==> config.mk <==
export PLATFORM = sky130hd
export DESIGN_NAME = dlx_pipe_ctrl_flat
export DESIGN_NICKNAME = d
export VERILOG_FILES = /design/src/rtl/dlx_pipe_ctrl_if.sv /design/src/rtl/dlx_pipe_ctrl.sv /design/src/flat_wrapper.sv
export SDC_FILE = /design/constraint.sdc
export NUM_CORES = 1
export LEC_CHECK = 0
export CAP_MARGIN = 40
export CORE_ASPECT_RATIO = 1.4
export CORE_MARGIN = 4
export CORE_UTILIZATION = 40
export CTS_BUF_LIST = sky130_fd_sc_hd__clkbuf_8
export CTS_CLUSTER_DIAMETER = 50
export DETAILED_ROUTE_END_ITERATION = 8
export PLACE_DENSITY = 0.65
export SLEW_MARGIN = 20
export SYNTH_ARGS = -nofsm -noshare
export SYNTH_HDL_FRONTEND = slang
export SYNTH_SLANG_ARGS = --single-unit
==> constraint.sdc <==
create_clock -name Clk -period 2.5 [get_ports Clk]
set_clock_uncertainty 0.1 [all_clocks]
set_input_delay 0.375 -clock Clk [delete_from_list [all_inputs] [get_ports Clk]]
set_output_delay 0.375 -clock Clk [all_outputs]
set_load 0.05 [all_outputs]
==> src/rtl/dlx_pipe_ctrl_if.sv <==
// ID-stage control bundle and pipeline status returned by dlx_pipe_ctrl.
// The master modport drives ID fields; the slave modport is the controller.
interface dlx_pipe_ctrl_if #(
    parameter int REG_AW = 5
);
    logic              IdValid;
    logic [REG_AW-1:0] IdRs1;
    logic [REG_AW-1:0] IdRs2;
    logic              IdUseRs2;
    logic              IdFPSrc;
    logic [REG_AW-1:0] IdDest;
    logic              IdRegWE;
    logic              IdFPDest;
    logic              IdMemRead;
    logic              IdMulti;
    logic              IdDiv;
    logic              BranchTaken;

    logic              Stall;
    logic              FlushIF;
    logic              ExValid;
    logic              MemValid;
    logic              WbValid;
    logic              WbRegWE;
    logic              WbFPDest;
    logic [REG_AW-1:0] WbDest;
    logic [1:0]        ExFwdA;
    logic [1:0]        ExFwdB;
    logic              FpuBusy;

    modport master (
        output IdValid, IdRs1, IdRs2, IdUseRs2, IdFPSrc, IdDest, IdRegWE,
               IdFPDest, IdMemRead, IdMulti, IdDiv, BranchTaken,
        input  Stall, FlushIF, ExValid, MemValid, WbValid, WbRegWE,
               WbFPDest, WbDest, ExFwdA, ExFwdB, FpuBusy
    );

    modport slave (
        input  IdValid, IdRs1, IdRs2, IdUseRs2, IdFPSrc, IdDest, IdRegWE,
               IdFPDest, IdMemRead, IdMulti, IdDiv, BranchTaken,
        output Stall, FlushIF, ExValid, MemValid, WbValid, WbRegWE,
               WbFPDest, WbDest, ExFwdA, ExFwdB, FpuBusy
    );
endinterface

==> src/rtl/dlx_pipe_ctrl.sv <==
// DLX pipeline control: EX/MEM/WB control registers, load-use and FPU stalls,
// taken-branch flush and EX-stage forwarding selects for separate GPR/FPR files.
module dlx_pipe_ctrl #(
    parameter int REG_AW  = 5,
    parameter int MUL_LAT = 4,
    parameter int DIV_LAT = 8,
    parameter int CNT_W   = 4
) (
    input  logic              Clk,
    input  logic              Rst_n,
    dlx_pipe_ctrl_if.slave    bus
);

    typedef enum logic [0:0] {
        FPU_IDLE = 1'b0,
        FPU_BUSY = 1'b1
    } fpu_state_e;

    typedef struct packed {
        logic              valid;
        logic [REG_AW-1:0] dest;
        logic              fpdest;
        logic              regwe;
        logic              memread;
        logic [REG_AW-1:0] rs1;
        logic [REG_AW-1:0] rs2;
        logic              users2;
        logic              fpsrc;
    } ex_stage_t;

    typedef struct packed {
        logic              valid;
        logic [REG_AW-1:0] dest;
        logic              fpdest;
        logic              regwe;
        logic              memread;
    } mem_stage_t;

    typedef struct packed {
        logic              valid;
        logic [REG_AW-1:0] dest;
        logic              fpdest;
        logic              regwe;
    } wb_stage_t;

    localparam ex_stage_t  EX_NOP  = {$bits(ex_stage_t){1'b0}};
    localparam mem_stage_t MEM_NOP = {$bits(mem_stage_t){1'b0}};
    localparam wb_stage_t  WB_NOP  = {$bits(wb_stage_t){1'b0}};
    localparam logic [CNT_W-1:0] MUL_LOAD = CNT_W'(MUL_LAT - 1);
    localparam logic [CNT_W-1:0] DIV_LOAD = CNT_W'(DIV_LAT - 1);

    // R0 of the GPR file is hard-wired zero: it is never written nor forwarded
    function automatic logic wr_eff(input logic valid, input logic regwe,
                                    input logic fpdest, input logic [REG_AW-1:0] dest);
        return valid & regwe & (fpdest | (dest != {REG_AW{1'b0}}));
    endfunction

    function automatic logic hz_match(input logic wr, input logic [REG_AW-1:0] dest,
                                      input logic fpdest, input logic [REG_AW-1:0] idx,
                                      input logic fp);
        return wr & (dest == idx) & (fpdest == fp);
    endfunction

    ex_stage_t  ex_q,  ex_d;
    mem_stage_t mem_q, mem_d;
    wb_stage_t  wb_q;
    fpu_state_e state_q, state_d;
    logic [CNT_W-1:0] cnt_q, cnt_d;

    logic ex_wr_s, mem_wr_s, wb_wr_s;
    logic fpu_hold_s, load_use_s, enter_multi_s;
    logic stall_s, flush_s;
    logic [1:0] fwd_a_s, fwd_b_s;

    assign ex_wr_s  = wr_eff(ex_q.valid, ex_q.regwe, ex_q.fpdest, ex_q.dest);
    assign mem_wr_s = wr_eff(mem_q.valid, mem_q.regwe, mem_q.fpdest, mem_q.dest);
    assign wb_wr_s  = wr_eff(wb_q.valid, wb_q.regwe, wb_q.fpdest, wb_q.dest);

    assign fpu_hold_s = (state_q == FPU_BUSY) && (cnt_q != {CNT_W{1'b0}});
    assign load_use_s = bus.IdValid & ex_q.memread &
                        (hz_match(ex_wr_s, ex_q.dest, ex_q.fpdest, bus.IdRs1, bus.IdFPSrc) |
                         (bus.IdUseRs2 &
                          hz_match(ex_wr_s, ex_q.dest, ex_q.fpdest, bus.IdRs2, bus.IdFPSrc)));
    assign enter_multi_s = ~fpu_hold_s & ~bus.BranchTaken & ~load_use_s &
                           bus.IdValid & bus.IdMulti;

    // Pipeline advance: FPU hold beats branch flush, which beats load-use stall
    always_comb begin
        ex_d    = ex_q;
        mem_d   = MEM_NOP;
        stall_s = 1'b0;
        flush_s = 1'b0;
        if (fpu_hold_s) begin
            stall_s = 1'b1;
        end else begin
            mem_d = '{valid: ex_q.valid, dest: ex_q.dest, fpdest: ex_q.fpdest,
                      regwe: ex_q.regwe, memread: ex_q.memread};
            if (bus.BranchTaken) begin
                flush_s = 1'b1;
                ex_d    = EX_NOP;
            end else if (load_use_s) begin
                stall_s = 1'b1;
                ex_d    = EX_NOP;
            end else begin
                ex_d = '{valid: bus.IdValid, dest: bus.IdDest, fpdest: bus.IdFPDest,
                         regwe: bus.IdRegWE, memread: bus.IdMemRead, rs1: bus.IdRs1,
                         rs2: bus.IdRs2, users2: bus.IdUseRs2, fpsrc: bus.IdFPSrc};
            end
        end
    end

    // FPU next-state: counter holds remaining stall cycles of the op sitting in EX
    always_comb begin
        state_d = state_q;
        cnt_d   = cnt_q;
        case (state_q)
            FPU_IDLE: begin
                if (enter_multi_s) begin
                    state_d = FPU_BUSY;
                    cnt_d   = bus.IdDiv ? DIV_LOAD : MUL_LOAD;
                end else begin
                    state_d = FPU_IDLE;
                end
            end
            FPU_BUSY: begin
                if (fpu_hold_s) begin
                    cnt_d = cnt_q - CNT_W'(1);
                end else if (enter_multi_s) begin
                    cnt_d = bus.IdDiv ? DIV_LOAD : MUL_LOAD;
                end else begin
                    state_d = FPU_IDLE;
                end
            end
            default: begin
                state_d = FPU_IDLE;
                cnt_d   = {CNT_W{1'b0}};
            end
        endcase
    end

    // Forwarding selects: MEM wins over WB; a load still in MEM cannot forward
    always_comb begin
        fwd_a_s = 2'b00;
        fwd_b_s = 2'b00;
        if (ex_q.valid) begin
            if (hz_match(mem_wr_s, mem_q.dest, mem_q.fpdest, ex_q.rs1, ex_q.fpsrc) &&
                !mem_q.memread) begin
                fwd_a_s = 2'b01;
            end else if (hz_match(wb_wr_s, wb_q.dest, wb_q.fpdest, ex_q.rs1, ex_q.fpsrc)) begin
                fwd_a_s = 2'b10;
            end else begin
                fwd_a_s = 2'b00;
            end
            if (!ex_q.users2) begin
                fwd_b_s = 2'b00;
            end else if (hz_match(mem_wr_s, mem_q.dest, mem_q.fpdest, ex_q.rs2, ex_q.fpsrc) &&
                         !mem_q.memread) begin
                fwd_b_s = 2'b01;
            end else if (hz_match(wb_wr_s, wb_q.dest, wb_q.fpdest, ex_q.rs2, ex_q.fpsrc)) begin
                fwd_b_s = 2'b10;
            end else begin
                fwd_b_s = 2'b00;
            end
        end else begin
            fwd_a_s = 2'b00;
            fwd_b_s = 2'b00;
        end
    end

    // Stage and FSM registers
    always_ff @(posedge Clk or negedge Rst_n) begin
        if (!Rst_n) begin
            ex_q    <= EX_NOP;
            mem_q   <= MEM_NOP;
            wb_q    <= WB_NOP;
            state_q <= FPU_IDLE;
            cnt_q   <= {CNT_W{1'b0}};
        end else begin
            ex_q    <= ex_d;
            mem_q   <= mem_d;
            wb_q    <= '{valid: mem_q.valid, dest: mem_q.dest, fpdest: mem_q.fpdest,
                         regwe: mem_q.regwe};
            state_q <= state_d;
            cnt_q   <= cnt_d;
        end
    end

    assign bus.Stall    = stall_s;
    assign bus.FlushIF  = flush_s;
    assign bus.ExValid  = ex_q.valid;
    assign bus.MemValid = mem_q.valid;
    assign bus.WbValid  = wb_q.valid;
    assign bus.WbRegWE  = wb_wr_s;
    assign bus.WbFPDest = wb_q.fpdest;
    assign bus.WbDest   = wb_q.dest;
    assign bus.ExFwdA   = fwd_a_s;
    assign bus.ExFwdB   = fwd_b_s;
    assign bus.FpuBusy  = fpu_hold_s;

endmodule
==> src/flat_wrapper.sv <==
// flat-port wrapper written by rule: the top's interface ports become plain ports
module dlx_pipe_ctrl_flat 
#(
    parameter int REG_AW  = 5,
    parameter int MUL_LAT = 4,
    parameter int DIV_LAT = 8,
    parameter int CNT_W   = 4
)
  (Clk, Rst_n, bus_IdValid, bus_IdRs1, bus_IdRs2, bus_IdUseRs2, bus_IdFPSrc, bus_IdDest, bus_IdRegWE, bus_IdFPDest, bus_IdMemRead, bus_IdMulti, bus_IdDiv, bus_BranchTaken, bus_Stall, bus_FlushIF, bus_ExValid, bus_MemValid, bus_WbValid, bus_WbRegWE, bus_WbFPDest, bus_WbDest, bus_ExFwdA, bus_ExFwdB, bus_FpuBusy);
  dlx_pipe_ctrl_if #(.REG_AW(REG_AW)) bus_i ();
  input  logic Clk;
  input  logic Rst_n;
  input wire logic [$bits(bus_i.IdValid)-1:0] bus_IdValid;
  input wire logic [$bits(bus_i.IdRs1)-1:0] bus_IdRs1;
  input wire logic [$bits(bus_i.IdRs2)-1:0] bus_IdRs2;
  input wire logic [$bits(bus_i.IdUseRs2)-1:0] bus_IdUseRs2;
  input wire logic [$bits(bus_i.IdFPSrc)-1:0] bus_IdFPSrc;
  input wire logic [$bits(bus_i.IdDest)-1:0] bus_IdDest;
  input wire logic [$bits(bus_i.IdRegWE)-1:0] bus_IdRegWE;
  input wire logic [$bits(bus_i.IdFPDest)-1:0] bus_IdFPDest;
  input wire logic [$bits(bus_i.IdMemRead)-1:0] bus_IdMemRead;
  input wire logic [$bits(bus_i.IdMulti)-1:0] bus_IdMulti;
  input wire logic [$bits(bus_i.IdDiv)-1:0] bus_IdDiv;
  input wire logic [$bits(bus_i.BranchTaken)-1:0] bus_BranchTaken;
  output wire logic [$bits(bus_i.Stall)-1:0] bus_Stall;
  output wire logic [$bits(bus_i.FlushIF)-1:0] bus_FlushIF;
  output wire logic [$bits(bus_i.ExValid)-1:0] bus_ExValid;
  output wire logic [$bits(bus_i.MemValid)-1:0] bus_MemValid;
  output wire logic [$bits(bus_i.WbValid)-1:0] bus_WbValid;
  output wire logic [$bits(bus_i.WbRegWE)-1:0] bus_WbRegWE;
  output wire logic [$bits(bus_i.WbFPDest)-1:0] bus_WbFPDest;
  output wire logic [$bits(bus_i.WbDest)-1:0] bus_WbDest;
  output wire logic [$bits(bus_i.ExFwdA)-1:0] bus_ExFwdA;
  output wire logic [$bits(bus_i.ExFwdB)-1:0] bus_ExFwdB;
  output wire logic [$bits(bus_i.FpuBusy)-1:0] bus_FpuBusy;
  assign bus_i.IdValid = bus_IdValid;
  assign bus_i.IdRs1 = bus_IdRs1;
  assign bus_i.IdRs2 = bus_IdRs2;
  assign bus_i.IdUseRs2 = bus_IdUseRs2;
  assign bus_i.IdFPSrc = bus_IdFPSrc;
  assign bus_i.IdDest = bus_IdDest;
  assign bus_i.IdRegWE = bus_IdRegWE;
  assign bus_i.IdFPDest = bus_IdFPDest;
  assign bus_i.IdMemRead = bus_IdMemRead;
  assign bus_i.IdMulti = bus_IdMulti;
  assign bus_i.IdDiv = bus_IdDiv;
  assign bus_i.BranchTaken = bus_BranchTaken;
  assign bus_Stall = bus_i.Stall;
  assign bus_FlushIF = bus_i.FlushIF;
  assign bus_ExValid = bus_i.ExValid;
  assign bus_MemValid = bus_i.MemValid;
  assign bus_WbValid = bus_i.WbValid;
  assign bus_WbRegWE = bus_i.WbRegWE;
  assign bus_WbFPDest = bus_i.WbFPDest;
  assign bus_WbDest = bus_i.WbDest;
  assign bus_ExFwdA = bus_i.ExFwdA;
  assign bus_ExFwdB = bus_i.ExFwdB;
  assign bus_FpuBusy = bus_i.FpuBusy;
  dlx_pipe_ctrl #(.REG_AW(REG_AW), .MUL_LAT(MUL_LAT), .DIV_LAT(DIV_LAT), .CNT_W(CNT_W)) u_core (.Clk(Clk), .Rst_n(Rst_n), .bus(bus_i));
endmodule
Word-level counts from Yosys, hierarchy flattened
Cells that the tools add are included.
{ "classes": {"muxes": 22, "eq_ne": 9, "add_sub_neg": 1, "n_bitwise": 33, "n_reduce_logical": 8} }
{ "op_table": {"columns": ["op", "count"], "rows": [
  ["21-bit two-way mux", 2],
  ["5-bit == test", 6],
  ["1-bit bitwise AND", 25],
  ["5-bit nonzero test", 3],
  ["2-bit two-way mux", 7],
  ["9-bit two-way mux", 1],
  ["4-bit two-way mux", 2],
  ["4-bit one-hot mux with 2 select lines", 1],
  ["1-bit two-way mux", 7],
  ["1-bit NOT", 4],
  ["1-bit bitwise OR", 4],
  ["4-bit nonzero test", 1],
  ["4-bit by 1-bit subtractor with 4-bit output (second input constant)", 1],
  ["1-bit == test", 3],
  ["1-bit logical AND", 3],
  ["3-bit two-way mux", 1],
  ["1-bit one-hot mux with 2 select lines", 1],
  ["1-bit zero test", 1]
]} }
{ "totals": {"in_bits": 26, "regBits": 43, "output_inout_bits": 17, "wordCells": 93} }

Longest topological paths before layout
Gate-level depths: netlist (run 1).
{ "logic_depth": {"depth_word": 15, "ltp_mapped": 9, "ltp_nobuf": 9} }

Worst setup path after synthesis (run 1)
Ideal clock, no wire load.
{ "synth_path": {"kind": "reg-to-output", "start": "reg u_core.wb_q (netlist bit u_core.bus.WbFPDest)", "end": "out bus_ExFwdA[1]", "t_required_ns": 2.025, "slack_ns": -0.422, "arrival_ns": 2.447, "n_path_buf": 0, "stages_incl_launch_ff": 4, "cell_sequence": "dfrtp_1 o311a_1 nand2_1 nor3_1"} }
{ "synth_between": {"elab_chain_len": 7, "word_cells_on_any_way": 8, "classes_between": "eq/ne: 1; mux: 3; bitwise: 4"} }
{ "synth_lines": {"columns": ["item", "line", "source"], "rows": [
  ["from (decl)", "dlx_pipe_ctrl.sv:66", "wb_stage_t wb_q;"],
  ["from (signal assigned)", "dlx_pipe_ctrl.sv:181", "wb_q <= '{valid: mem_q.valid, dest: mem_q.dest, fpdest: mem_q.fpdest,"],
  ["1-bit bitwise OR", "dlx_pipe_ctrl.sv:55", "return valid & regwe & (fpdest | (dest != {REG_AW{1'b0}}));"],
  ["1-bit bitwise AND", "dlx_pipe_ctrl.sv:55", null],
  ["via bus_WbRegWE", "flat_wrapper.sv:30", "output wire logic [$bits(bus_i.WbRegWE)-1:0] bus_WbRegWE;"],
  ["1-bit bitwise AND (2 in a row)", "dlx_pipe_ctrl.sv:61", "return wr & (dest == idx) & (fpdest == fp);"],
  ["2-bit two-way mux", "dlx_pipe_ctrl.sv:149", "end else if (hz_match(wb_wr_s, wb_q.dest, wb_q.fpdest, ex_q.rs1, ex_q.fpsrc)) begin"],
  ["2-bit two-way mux", "dlx_pipe_ctrl.sv:146", "if (hz_match(mem_wr_s, mem_q.dest, mem_q.fpdest, ex_q.rs1, ex_q.fpsrc) &&"],
  ["2-bit two-way mux", "dlx_pipe_ctrl.sv:145", "if (ex_q.valid) begin"],
  ["to (decl)", "flat_wrapper.sv:33", "output wire logic [$bits(bus_i.ExFwdA)-1:0] bus_ExFwdA;"]
]} }
The timed path passes the listed nets, and every way through them passes these cells.

Final worst setup path (run 1)
{ "layout_path": {"start": "reg u_core.mem_q[6] (netlist bit)", "end": "out bus_ExFwdB[1]"} }
{ "layout_between": {"elab_chain_len": 9, "word_cells_on_any_way": 10, "classes_between": "eq/ne: 1; mux: 3; bitwise: 4; reduce/logical: 2"} }
{ "layout_lines": {"columns": ["item", "line", "source"], "rows": [
  ["from (decl)", "dlx_pipe_ctrl.sv:65", "mem_stage_t mem_q, mem_d;"],
  ["from (signal assigned)", "dlx_pipe_ctrl.sv:180", "mem_q <= mem_d;"],
  ["5-bit nonzero test", "dlx_pipe_ctrl.sv:55", null],
  ["1-bit bitwise OR", "dlx_pipe_ctrl.sv:55", null],
  ["1-bit bitwise AND", "dlx_pipe_ctrl.sv:55", null],
  ["1-bit bitwise AND * (2 in a row)", "dlx_pipe_ctrl.sv:61", null],
  ["1-bit logical AND *", "dlx_pipe_ctrl.sv:156", "end else if (hz_match(mem_wr_s, mem_q.dest, mem_q.fpdest, ex_q.rs2, ex_q.fpsrc) &&"],
  ["2-bit two-way mux *", "dlx_pipe_ctrl.sv:156", null],
  ["2-bit two-way mux *", "dlx_pipe_ctrl.sv:154", "if (!ex_q.users2) begin"],
  ["2-bit two-way mux *", "dlx_pipe_ctrl.sv:145", null],
  ["to (decl)", "flat_wrapper.sv:34", "output wire logic [$bits(bus_i.ExFwdB)-1:0] bus_ExFwdB;"]
]} }
Every way passes the cells marked *; elsewhere a longest branch is shown, timed or not.

==> results.py, run 1 <==
metrics = {
    "final_layout": {
        "area_growth_pct": 37.3,
        "final_cells": 284,
        "nNetsFinal": 246,
        "mostFrequentLayoutCell": "dfrtp_1",
        "nFillCells": 422,
        "diodes": 0,
        "most-common-layout-cells": "dfrtp_1 (41), clkdlybuf4s50_1 (33), xor2_1 (21)",
        "postLayoutCellArea_um2": 2760,
        "drive_gt1_frac": 0.205,
        "finish.utilization": 0.566,
    },
    "yosys": {
        "synth-xor-area-share": 0.144,
        "synth-simple-area-share": 0.129,
        "synth_nets": 198,
        "synthMuxAreaShare": 0.00560,
        "synthFlopType": "dfrtp_1",
        "ys_ff_latch": 43,
        "synth_area_per_cell_um2": 11.8,
        "synth_top_family_by_area": "XOR/XNOR gates",
        "yosysSeqAreaShare": 0.535,
        "synth_compound_area_frac": 0.139,
        "yosysWarningCount": 0,
        "synth_cell_type_count": 37,
        "synth-edff-count": 0,
        "synthAdderAreaFrac": 0.00622,
        "synthCells": 171,
        "async_reset_ff_frac": 1.00,
        "netlist_area_um2": 2010,
    },
    "drt": {
        "routed_wl_um": 4500,
        "firstDrtPassIters": 3,
        "antenna_left": 0,
        "vias": 1466,
        "routedWlPerCell_um": 15.8,
        "first_iter_violations": 26,
        "drc": 0,
        "viasPerCell": 5.16,
    },
    "clock_tree": {
        "clock_path_buffers": 2,
        "clock_latency_ps": 290,
        "cts.sinks": 43,
        "htree_levels": 2,
        "cts_tree": "built",
        "numCtsBuffers": 5,
        "clkTransAtPathRegs_ps": 80,
        "cts-root-buf": "clkbuf_8",
    },
    "power_and_ir_drop": {
        "vdd_drop_max_mv": 0.667,
        "total_power_uw": 3340,
        "p_per_area_nw_per_um2": 1210,
        "p_leak_uw": 0.00123,
    },
    "sta": {
        "period_minus_slack_ps": 2480,
        "setup_viol": 0,
        "worstMarginPinSlew_ps": 498,
        "rsz0062_at_grt": "yes",
        "hold_violations": 0,
        "max_freq_mhz": 404,
        "finalCritPeriodShare": 0.991,
        "maxSlewHeadroom": 0.667,
        "holdWs_ps": 284,
        "slew_viol_final": 0,
    },
    "worst_setup_path": {
        "cp.required_ps": 2030,
        "critPathLaunchType": "register",
        "cp.arrival_ps": 2000,
        "critPathKind": "reg2out",
        "cp_max_fo": 4,
        "cp-end-kind": "primary output",
    },
    "global_route": {
        "grt_usage": 0.157,
        "grt_max_degree": 31,
        "grt_pass1_wl_um": 7350,
        "grt_overflow": 0,
        "grt_pass1_vias": 1541,
        "antenna_found_initial": 0,
    },
    "placement": {
        "io_buffers": 42,
        "place_area_um2": 2560,
        "dp_cells": 273,
        "place_congestion": 0.841,
        "hpwl_um": 3500,
    },
    "floorplanning": {
        "ios": 43,
        "core_um2": 4880,
        "die_w_um": 67.9,
        "die_area_um2": 6240,
        "dieHeight_um": 91.9,
        "start_util": 0.412,
        "rows": 30,
    },
    "flow_run": {
        "maxCapViolCount": 0,
    },
    "worst_hold_path": {
        "worstHoldPathType": "reg2reg",
    },
    "status": {
        "status": "finished, final reports clean",
    },
}
registers in the layout, indices dropped and copies added (netlist names):
name                 count
u_core.cnt_q             4
u_core.bus.WbDest        5
u_core.bus.MemValid      1
u_core.bus.WbValid       1
u_core.bus.WbFPDest      1
u_core.bus.ExValid       1
u_core.state_q           1
u_core.mem_q             8
u_core.ex_q             20
u_core.wb_q              1
synth_stat cells, types with 2 or more instances:
cell       n  area (um2)
a22o_1    20         175
and2_1    11        68.8
buf_4      5        37.5
buf_6      2        22.5
clkbuf_1   3        11.3
dfrtp_1   43        1080
inv_1      2        7.51
nand2_1    5        18.8
nand2b_1   2        12.5
nand3_1    5        25.0
nor2_1     5        18.8
nor3_1     6        30.0
nor4_1     5        31.3
o31ai_1    2        15.0
or4_1      2        15.0
xnor2_1   12         105
xor2_1    21         184
repair_timing:
item / 4_1_cts / 5_1_grt
endpoints found under the setup margin: 4 / 5
hold endpoints to repair: 13 / 0
gates cloned: 0 / 0
setup buffers: 0 / 2
pin swaps: 3 / 5
hold buffers: 1 / 0
resized for setup: 6 / 10
critical path, cell delays in order, from the launching register on:
cell       delay [ps]
dfrtp_2           440
or4_4             540
nor3_2            110
or3_4             170
nor4_4             40
nor3_2            210
clkbuf_16         200
final timing paths:
check                           slack, ps                   startpoint  depth (start not counted)                           to
worst min register to register        280    u_core.mem_q[1]$_DFF_PN0_                          0     u_core.wb_q[0]$_DFF_PN0_
min in group asynchronous             410                        Rst_n                          2  u_core.ex_q[15]$_DFFE_PN0N_
worst max-delay path                   20    u_core.mem_q[6]$_DFF_PN0_                          6                bus_ExFwdB[1]
worst max register to register        360  u_core.ex_q[16]$_DFFE_PN0N_                          8  u_core.ex_q[17]$_DFFE_PN0N_
max in group asynchronous            1430                        Rst_n                          3    u_core.mem_q[6]$_DFF_PN0_
worst min-delay path                  280    u_core.mem_q[1]$_DFF_PN0_                          0     u_core.wb_q[0]$_DFF_PN0_
final cells by class:
class | instances | area [um2] | share of cell area
Tap cell | 64 | 80.1 | 0.0290
Sequential cell | 43 | 1080 | 0.391
Clock buffer | 5 | 68.8 | 0.0249
Multi-Input combinational cell | 115 | 948 | 0.343
Timing Repair Buffer | 51 | 558 | 0.202
Inverter | 3 | 11.3 | 0.00408
Clock inverter | 3 | 16.3 | 0.00589
layer usage:
metal | GRT usage | wire length, um
met1 | 0.183 | 1780
met4 | 0.0597 | 73
met2 | 0.270 | 2460
met5 | 0 | 0
met3 | 0.0368 | 185
report_power, final:
part | internal [uW] | switching [uW] | leakage (uW)
registers | 982 | 361 | 0.000557
clock network | 191 | 223 | 0.0000453
logic | 727 | 860 | 0.000624
total | 1900 | 1440 | 0.00123
through the flow:
step / setup WS [ps] / TNS, ps
finish: 23.4 / 0
global route: -72.4 / -83.2
CTS: 1.67 / 0
detailed placement: -24.4 / -113
global placement: 9.18 / 0
floorplan: -40.3 / -80.5
cell families (layout without fill, tap and decap cells):
logic type      after synthesis  count (layout)
mux                           1               1
buf+inv                      13              62
fa+ha+maj                     1               1
compound gates               33              33
xor+xnor                     33              33
flops                        43              43
simple gates                 47              47
Power figures use the tool's default switching activity.
==> inputs of run 2 (changes only) <==
--- a/config.mk
+++ b/config.mk
@@ -8,11 +8,11 @@
 export CAP_MARGIN = 40
 export CORE_ASPECT_RATIO = 1.4
 export CORE_MARGIN = 4
-export CORE_UTILIZATION = 40
+export CORE_UTILIZATION = 52
 export CTS_BUF_LIST = sky130_fd_sc_hd__clkbuf_8
 export CTS_CLUSTER_DIAMETER = 50
 export DETAILED_ROUTE_END_ITERATION = 8
-export PLACE_DENSITY = 0.65
+export PLACE_DENSITY = 0.81
 export SLEW_MARGIN = 20
 export SYNTH_ARGS = -nofsm -noshare
 export SYNTH_HDL_FRONTEND = slang
==> run 2 against run 1 <==
The run now ends with negative setup slack left. Power up 2.1%. Wire length is 11% higher. Sequential cell count is the same. Maximum frequency shrank 1.2%. Cell count shrank 7.0%. Non-clock buffer count grew 3. Utilization up 18 points. Via count up 7.1%. Critical path type unchanged. Critical endpoint is now bus_ExFwdB[0].
==> results.py, run 2 (same netlist as run 1, synthesis figures left out) <==
metrics = {
    "final_layout": {
        "diodes": 0,
        "nNetsFinal": 249,
        "final_cells": 264,
        "postLayoutCellArea_um2": 2730,
        "most-common-layout-cells": "dfrtp_1 (43), clkdlybuf4s50_1 (33), xor2_1 (21)",
        "nFillCells": 244,
        "mostFrequentLayoutCell": "dfrtp_1",
        "largest_register_ffs": 20,
        "area_growth_pct": 35.5,
        "largest-register": "u_core.ex_q",
        "drive_gt1_frac": 0.185,
    },
    "sta": {
        "finalCritPeriodShare": 1.00,
        "fin_ws_ps": -7.23,
        "fin_tns_setup_ps": -11.9,
        "setup_viol": 2,
        "maxSlewHeadroom": 0.667,
        "worstMarginPinSlew_ps": 498,
        "max_freq_mhz": 399,
        "period_minus_slack_ps": 2510,
        "rsz0062_at_grt": "yes",
        "hold_violations": 0,
        "slew_viol_final": 0,
    },
    "floorplanning": {
        "rows": 26,
        "die_area_um2": 4940,
        "ios": 43,
        "core_um2": 3680,
        "start_util": 0.547,
        "dieHeight_um": 81.6,
        "die_w_um": 60.6,
    },
    "worst_setup_path": {
        "cp.required_ps": 2030,
        "r2r-end": "u_core.ex_q[5]$_DFFE_PN0N_",
        "critPathKind": "reg2out",
        "rrSetupSlack_ps": 300,
        "cp.arrival_ps": 2030,
        "reg2reg_from": "u_core.ex_q[17]$_DFFE_PN0N_",
        "cp-end-kind": "primary output",
        "critPathLaunchType": "register",
        "cp_max_fo": 3,
        "r2r_cells": 7,
    },
    "clock_tree": {
        "clock_latency_ps": 290,
        "clkTransAtPathRegs_ps": 70,
        "numCtsBuffers": 5,
        "cts-root-buf": "clkbuf_8",
        "htree_levels": 2,
        "cts_tree": "built",
        "cts.sinks": 43,
        "clock_path_buffers": 2,
    },
    "power_and_ir_drop": {
        "p_per_area_nw_per_um2": 1250,
        "combPwrFrac": 0.479,
        "clkPwrFrac": 0.126,
        "vdd_drop_max_mv": 1.05,
        "switching_share": 0.435,
        "power.switching_uw": 1480,
        "p_int_uw": 1930,
        "p_leak_uw": 0.00124,
        "seqPwrFrac": 0.394,
    },
    "drt": {
        "first_iter_violations": 58,
        "drc": 0,
        "routed_wl_um": 5010,
        "routedWlPerCell_um": 19.0,
        "firstDrtPassIters": 4,
        "antenna_left": 0,
        "viasPerCell": 5.95,
        "vias": 1570,
    },
    "global_route": {
        "grt_overflow": 0,
        "grt_pass1_wl_um": 7800,
        "antenna_found_initial": 0,
        "grt_max_degree": 35,
        "grt_pass1_vias": 1659,
        "grt_usage": 0.220,
    },
    "placement": {
        "place_ws_ps": -19.9,
        "place_congestion": 0.787,
        "hpwl_um": 3650,
        "place_area_um2": 2560,
        "dp_cells": 252,
        "io_buffers": 42,
    },
    "flow_run": {
        "maxCapViolCount": 0,
    },
    "worst_hold_path": {
        "min_from": "u_core.mem_q[1]$_DFF_PN0_",
        "whs_path_depth": 0,
        "worstHoldPathType": "reg2reg",
        "hold_end": "u_core.wb_q[0]$_DFF_PN0_",
    },
    "status": {
        "violations": "negative setup slack",
        "status": "complete, but fails checks",
    },
}
## run 2: changes by cell type in the layout (fill, tap and decap cells not counted), sizes merged
cell,change
inv,-1
clkinvlp,-1
buf,+4
## run 2: per-stage QoR
| stage | utilization | hold WS (ps) | total power, uW |
|---|---|---|---|
| after floorplan | - | -20.6 | 2350 |
| after global placement | 0.690 | 257 | 2770 |
| after detailed placement | 0.695 | 154 | 2870 |
| after CTS | 0.725 | 288 | 3330 |
| after global routing | 0.742 | 300 | 3610 |
| final | 0.742 | 288 | 3410 |
## run 2: power groups by stage
stage | clock network, uW | logic [uW] | registers, uW
3_3_place_gp | 0 | 1450 | 1320
2_1_floorplan | 0 | 1020 | 1330
3_5_place_dp | 0 | 1520 | 1350
5_1_grt | 471 | 1760 | 1380
6_report | 432 | 1640 | 1350
4_1_cts | 442 | 1550 | 1340
## run 2: area by class of cell
cell class | count | area, um2 | area share
repair buffers | 54 | 588 | 0.216
multi-input cells | 115 | 911 | 0.334
clock buffers | 6 | 82.6 | 0.0303
flip-flops and latches | 43 | 1080 | 0.395
inverters | 3 | 11.3 | 0.00413
clock inverters | 1 | 5.00 | 0.00184
well taps | 42 | 52.6 | 0.0193
## run 2: worst max-delay path, stage by stage (launching register included)
cell and delay (ps):
dfrtp_1 410, xnor2_1 180, nand3_1 110, or3_4 380, nor4_4 300, and3_4 240, buf_12 130
## run 2: how the worst max path moves through the flow
stage,from,end,slack [ps]
after detailed placement,bus_IdRs2[1],u_core.ex_q[5]$_DFFE_PN0N_,-20
after global placement,bus_IdRs2[2],u_core.cnt_q[0]$_DFF_PN0_,20
after CTS,u_core.mem_q[6]$_DFF_PN0_,bus_ExFwdB[1],-30
final,u_core.ex_q[0]$_DFFE_PN0N_,bus_ExFwdB[0],-7
after global routing,u_core.ex_q[0]$_DFFE_PN0N_,bus_ExFwdA[0],-110
after floorplan,u_core.bus.WbFPDest$_DFF_PN0_,bus_ExFwdA[1],-40
## run 2: what timing repair did
| item | in CTS | in global routing |
|---|---|---|
| pin swaps | 1 | 6 |
| endpoints found under the setup margin | 4 | 5 |
| buffers inserted | 0 | 4 |
| endpoints found under the hold margin | 9 | 0 |
| hold buffers | 1 | 0 |
| cloned | 0 | 0 |
| resized for setup | 2 | 5 |
## run 2: layer usage
| metal | wire length (um) | GRT usage |
|---|---|---|
| met4 | 138 | 0.117 |
| met5 | 0 | 0 |
| met3 | 234 | 0.0519 |
| met2 | 2930 | 0.399 |
| met1 | 1710 | 0.225 |
